===== config.mk =====
export PLATFORM = sky130hd
export DESIGN_NAME = ysyx_22050243_cache_axi_arbiter
export DESIGN_NICKNAME = d
export VERILOG_FILES = /design/src/rtl/ysyx_22050243_cache_axi_arbiter.sv
export SDC_FILE = /design/constraint.sdc
export NUM_CORES = 1
export LEC_CHECK = 0
export ABC_AREA = 0
export CORE_AREA = 4 4 316 318
export CTS_BUF_LIST = sky130_fd_sc_hd__clkbuf_16
export CTS_CLUSTER_SIZE = 14
export DETAILED_ROUTE_END_ITERATION = 12
export DIE_AREA = 0 0 320 322
export SYNTH_ARGS = -nofsm -noshare
export SYNTH_HDL_FRONTEND = slang
export SYNTH_SLANG_ARGS = --single-unit

===== constraint.sdc =====
create_clock -name clk -period 1.8 [get_ports clk]
set_input_delay 0.36 -clock clk [delete_from_list [all_inputs] [get_ports clk]]
set_output_delay 0.36 -clock clk [all_outputs]
set_load 0.005 [all_outputs]

===== src/rtl/ysyx_22050243_cache_axi_arbiter.sv =====
// Round-robin arbiter sharing one line-wide memory port between the icache and dcache.
// One transaction in flight; a COOL cycle after each response keeps a still-held request from being re-granted.
module ysyx_22050243_cache_axi_arbiter #(
  parameter int LINE_W = 128
) (
  input  logic              clk,
  input  logic              rst,
  input  logic [63:0]       ic_req_addr,
  input  logic              ic_req_valid,
  output logic              ic_res_valid,
  output logic [LINE_W-1:0] ic_rdata,
  input  logic [63:0]       dc_req_addr,
  input  logic              dc_req_valid,
  input  logic              dc_req_wen,
  input  logic [LINE_W-1:0] dc_wdata,
  output logic              dc_res_valid,
  output logic [LINE_W-1:0] dc_rdata,
  output logic              mem_req_valid,
  input  logic              mem_req_ready,
  output logic [31:0]       mem_req_addr,
  output logic              mem_req_wen,
  output logic [LINE_W-1:0] mem_wdata,
  input  logic              mem_res_valid,
  input  logic [LINE_W-1:0] mem_rdata
);
  typedef enum logic [2:0] {S_IDLE, S_REQ, S_WAIT, S_RESP, S_COOL} state_t;

  localparam logic OWN_IC = 1'b0;

  state_t              r_state;
  logic                r_owner;
  logic                r_last_gnt;
  logic                r_mem_req_valid;
  logic                r_mem_req_wen;
  logic                r_ic_res_valid;
  logic                r_dc_res_valid;
  logic [31:0]         r_addr;
  logic [LINE_W-1:0]   r_wdata;
  logic [LINE_W-1:0]   r_line;

  logic                w_grant_dc;
  logic [63:0]         w_grant_addr;
  logic                w_unused;

  // dcache wins when alone, or on a tie when the icache was served last
  assign w_grant_dc   = dc_req_valid && (!ic_req_valid || (r_last_gnt == OWN_IC));
  assign w_grant_addr = w_grant_dc ? dc_req_addr : ic_req_addr;
  assign w_unused     = ^{w_grant_addr[63:32], w_grant_addr[3:0]};

  always_ff @(posedge clk) begin
    if (rst) begin
      r_state         <= S_IDLE;
      r_owner         <= OWN_IC;
      r_last_gnt      <= OWN_IC;
      r_mem_req_valid <= 1'b0;
      r_mem_req_wen   <= 1'b0;
      r_ic_res_valid  <= 1'b0;
      r_dc_res_valid  <= 1'b0;
      r_addr          <= '0;
      r_wdata         <= '0;
      r_line          <= '0;
    end else begin
      r_ic_res_valid <= 1'b0;
      r_dc_res_valid <= 1'b0;
      case (r_state)
        S_IDLE: begin
          if (ic_req_valid || dc_req_valid) begin
            r_owner         <= w_grant_dc;
            r_addr          <= {w_grant_addr[31:4], 4'b0000};
            r_mem_req_wen   <= w_grant_dc && dc_req_wen;
            r_wdata         <= w_grant_dc ? dc_wdata : '0;
            r_mem_req_valid <= 1'b1;
            r_state         <= S_REQ;
          end
        end
        S_REQ: begin
          if (mem_req_ready) begin
            r_mem_req_valid <= 1'b0;
            if (mem_res_valid) begin
              r_line         <= mem_rdata;
              r_ic_res_valid <= (r_owner == OWN_IC);
              r_dc_res_valid <= (r_owner != OWN_IC);
              r_state        <= S_RESP;
            end else begin
              r_state <= S_WAIT;
            end
          end
        end
        S_WAIT: begin
          if (mem_res_valid) begin
            r_line         <= mem_rdata;
            r_ic_res_valid <= (r_owner == OWN_IC);
            r_dc_res_valid <= (r_owner != OWN_IC);
            r_state        <= S_RESP;
          end
        end
        S_RESP: begin
          r_last_gnt <= r_owner;
          r_state    <= S_COOL;
        end
        S_COOL:  r_state <= S_IDLE;
        default: r_state <= S_IDLE;
      endcase
    end
  end

  assign mem_req_valid = r_mem_req_valid;
  assign mem_req_addr  = r_addr;
  assign mem_req_wen   = r_mem_req_wen;
  assign mem_wdata     = r_wdata;
  assign ic_res_valid  = r_ic_res_valid;
  assign dc_res_valid  = r_dc_res_valid;
  assign ic_rdata      = r_line;
  assign dc_rdata      = r_line;
endmodule


Word level (Yosys, flattened, before mapping)
Index checks and enable logic that the tools add are counted.
Word-level totals
  output and inout bits: 420
  memory bits (writable): 0
  logic and storage cells: 49
  input port bits: 391
  flip-flop bits (word level): 293
  memories kept: 0
  bits in latches: 0
  bits in read-only memories: 0
Cells by class
  $lt $le $gt $ge: 0
  bitwise operators: 2
  shift operators: 0
  equal/unequal tests: 6
  add/subtract/negate cells: 0
  div/mod/pow operators: 0
  multiply operators: 0
  mux-type cells: 19
  reductions and logical operators: 12
Operator list (count)
  two-way mux 128 bit: 3
  case mux 128 bit (2 select lines): 1
  two-way mux 32 bit: 1
  case mux 3 bit (4 select lines): 1
  two-way mux 3 bit: 3
  two-way mux 1 bit: 7
  equality test 3 x 2 -> 1 bit, second input constant: 2
  inequality test 2 bit, second input constant: 3
  case mux 1 bit (2 select lines): 3
  AND reduction 3 bit: 2
  AND reduction 2 bit: 2
  nonzero test 2 bit: 2
  equality test 3 x 1 -> 1 bit, second input constant: 1
  zero test 3 bit: 1
  logical AND 1 bit: 2
  logical OR 1 bit: 2
  NOT 1 bit: 2
  zero test 1 bit: 1

Depth between registers and ports, before layout
  word-level depth: 4
  mapped depth: 7
  depth with buffers taken out: 3

Least setup slack after synthesis
OpenSTA, ideal clock, no wires.
  path type: reg-to-reg
  start point: register r_state[1]
  end point: register r_line[100], in the netlist dc_rdata[100]
  clock period less this slack: 1.604 ns
  data required time: 1.683 ns
  setup time: 0.117 ns
  setup slack: 0.196 ns
  stages on the path, launching flop included: 7
  buffers on the path: 3
  arrival time: 1.487 ns
  path through: dfxtp_1 buf_2 nand3b_1 a311o_1 buf_4 buf_6 a22o_1
On the way
  word-level cells in the longest chain between the ends: 3
  elaborated cells on any way between the ends: 6
  classes of those cells: eq/ne: 3; mux: 1; reduce/logical: 2
RTL lines
  start: declaration: line 30  | state_t r_state;
  start signal: assignment: line 52  | r_state <= S_IDLE;
  start signal: assignment: line 73  | r_state <= S_REQ;
  start signal: assignment: line 83  | r_state <= S_RESP;
  equality test 3 x 1 -> 1 bit / equality test 3 x 2 -> 1 bit (equally long branches): line 65  | case (r_state)
  inequality test 2 bit (no source line) / nonzero test 2 bit (equally long branches)
  AND reduction 2 bit (no source line)
  end signal: assignment: line 80  | r_line <= mem_rdata;
  end signal: assignment: line 91  | r_line <= mem_rdata;
  end: declaration: line 39  | logic [LINE_W-1:0] r_line;
Several ways; a longest one is shown, not always the timed one.
A chain may end at the register's enable or synchronous reset.

Worst setup path after layout
  start point: register r_line[19], in the netlist dc_rdata[19]
  end point: output port dc_rdata[19]
RTL lines
  end: declaration: line 17  | output logic [LINE_W-1:0] dc_rdata,
No word-level cell between the ends.

==> impl_metrics.yaml <==
setup_path:
  startpoint: "dc_rdata[19]"
  r2r-start: "r_state[1]"
  r2r_slack_ns: 0.13
  start_kind: "flip-flop"
  cp.arrival_ns: 1.35
  path_cells: "buf_4 > dlygate4sd2_1"
  r2r_cells: 4
  cp_slowest_cell: "dfxtp_4"
  critical_path.max_fanout: 2
  end_kind: "output pin"
  slowest_delay_ns: 0.35
  path_class: "reg -> out"
  crit_required_ns: 1.44
  reg2reg_to: "dc_rdata[108]"
worst_hold_path:
  hold_path.startpoint: "ic_req_addr[12]"
  whs_path_depth: 3
  hold_path.class: "in -> reg"
  whs_endpoint: "mem_req_addr[12]"
timing:
  finalHoldViolations: 0
  final.setup.tns_ns: 0
  skew_ns: 0.0279
  whs_ns: 0.342
  period_minus_slack_ns: 1.71
  drv_slew: 0
  max_freq_mhz: 585
  rsz0062_at_grt: "no"
  finalSetupViolCount: 0
  min_period_over_period: 0.949
layout:
  stdcell_area_um2: 19600
  fin_cells: 2865
  fin_nets: 1937
  syn_to_final_growth_pct: 89.8
  drive_above_1_share: 0.161
clock_network:
  cts.clk_slew.worst_paths_ns: 0.06
  hold_buffers: 0
  htree_levels: 2
  cts_tree: "yes"
  insertion_delay_ns: 0.58
  cts_made_buffers: 38
  clockBufferDepth: 3
  clock_sinks: 293
  clockRootBuffer: "clkbuf_16"
yosys:
  ys_warn_count: 0
  ys.flop_type: "dfxtp_1"
  avgSynthCellArea_um2: 11.5
  synth_xor_area_frac: 0
  post_synth_mux_area_share: 0.000969
  synth_simple_gate_area_frac: 0.0233
  synth_fa_ha_area_frac: 0
  synth_compound_gate_area_share: 0.251
  ys_ff_latch: 293
  ys_async_sr_fraction: 0
  synth_cell_types: 31
  syn-cell-area_um2: 10300
  synthCells: 898
  yosysSeqAreaShare: 0.568
  synth_top_family_by_area: "compound AO/OA/AOI/OAI gates"
  synth_edf_count: 0
route:
  drt_iter0_drc: 595
  via_per_inst: 3.45
  met3_length_mm: 7.74
  top_layer: "met5"
  num_vias: 9885
  postRouteAntennaNets: 0
  wl_per_cell_um: 23.8
  met2RoutedLength_mm: 32.0
  drt_first_pass_iters: 7
  drc_errors: 0
  drt-total-wl_mm: 68.3
  drt-met1-wl_mm: 26.2
power_and_ir_drop:
  power_density_nw_per_um2: 907
  power_mw: 17.8
  leakagePower_nw: 9.33
  ir_worst_vdd_mv: 0.735
floorplan:
  start_util: 0.107
  rows: 114
  io_pins: 811
  die-area_um2: 103000
  core-area_um2: 96600
  die_h_um: 322
  die_x_um: 320
placement:
  gp_congestion: 0.825
  dp.cells: 2754
  hpwl_mm: 57.3
  place_area_um2: 18400
  io_buffers: 734
grt:
  grt_max_degree: 72
  grt_usage: 0.124
  antenna_found_initial: 35
  gr-total-overflow: 0
  grt_pass1_wl_mm: 87.6
  grt_pass1_vias: 9737
job:
  drv_cap: 0
status:
  status: "complete, no violations"
## synth_stat cells, drive strengths merged (2+ instances only)
cell type	n	share of area
dfxtp	293	0.57
a22o	257	0.22
buf	188	0.13
inv	58	0.021
nand2	30	0.011
a222oi	28	0.027
clkbuf	13	0.0047
a21oi	4	0.0019
nor2	3	0.0011
nor2b	3	0.0018
and3	2	0.0012
nand2b	2	0.0012
nand3b	2	0.0015
nor3	2	0.0015
or2	2	0.0012
## sequential cells by signal, summed over array words and instances, names as in the netlist
| register | cells |
|---|---|
| dc_rdata | 128 |
| r_owner | 1 |
| mem_req_addr | 28 |
| r_state | 3 |
| mem_wdata | 128 |
| mem_req_valid | 1 |
| mem_req_wen | 1 |
| dc_res_valid | 1 |
| ic_res_valid | 1 |
| r_last_gnt | 1 |
## repair_timing
| item | CTS | global route |
|---|---|---|
| setup endpoints to repair | 416 | 19 |
| setup buffers | 28 | 0 |
| gates resized for setup | 579 | 4 |
## per-layer routing
layer	vias to the layer above	track usage
met3	110	0.0577
li1	4503	-
met2	589	0.203
met4	22	0.0503
met5	-	0
met1	4661	0.140
## layout by cell type (no fill, tap or decap), types with 2 or more instances in the layout
cell type and count:
a21oi_1 3, a222oi_1 28, a22o_1 257, and3_1 2, buf_12 15, buf_4 58
clkbuf_16 39, clkdlybuf4s15_1 3, clkdlybuf4s50_1 318, clkinv_1 3, clkinv_2 10, clkinv_4 4
clkinvlp_4 2, conb_1 4, dfxtp_1 179, dfxtp_2 67, dfxtp_4 47, diode_2 16
dlygate4sd2_1 409, dlymetal6s2s_1 2, inv_1 63, inv_6 2, nand2_1 30, nand2b_1 2
nand3b_1 2, nor2_1 3, nor2b_1 3
## kinds of logic (layout without fill, tap and decap cells)
family,Yosys count,count (layout)
buffers and inverters,259,931
muxes,1,1
DFF,293,293
AOI/OAI and AO/OA,294,294
other,1,20
and+or+nand+nor,50,50
## critical path, delay by kind of cell, from the launching register on
family	cells	cell delay (ns)
flops	1	0.35
buf+inv	2	0.41
## worst max-delay path by stage
stage / endpoint / slack (ns) / cells after the start
3_5_place_dp: dc_rdata[121] / -0.46 / 7
2_1_floorplan: dc_rdata[100] / 0.20 / 6
4_1_cts: ic_rdata[105] / 0.005 / 1
6_report: dc_rdata[19] / 0.09 / 2
3_3_place_gp: dc_rdata[110] / -0.45 / 7
5_1_grt: dc_rdata[19] / 0.003 / 2
## report_power, final
part / internal (mW) / total [mW] / switching [mW]
Sequential: 7.00 / 7.41 / 0.412
Clock: 4.12 / 7.27 / 3.16
Combinational: 1.80 / 3.11 / 1.31
## layout make-up
type | instances | area [um2]
antenna | 16 | 40.0
clock buffer | 39 | 976
clock inverter | 28 | 198
fill | 10700 | 77000
inverter | 58 | 218
multi-input combinational | 349 | 2880
sequential | 293 | 6130
tap | 1276 | 1600
timing repair buffer | 806 | 7570
## metrics by stage
stage / worst slack, ns / utilization
global route: 0.00278 / 0.203
finish: 0.0920 / 0.203
CTS: 0.00486 / 0.203
global placement: -0.453 / 0.191
detailed placement: -0.459 / 0.191
floorplan: 0.196 / -
Power figures use the tool's default switching activity.
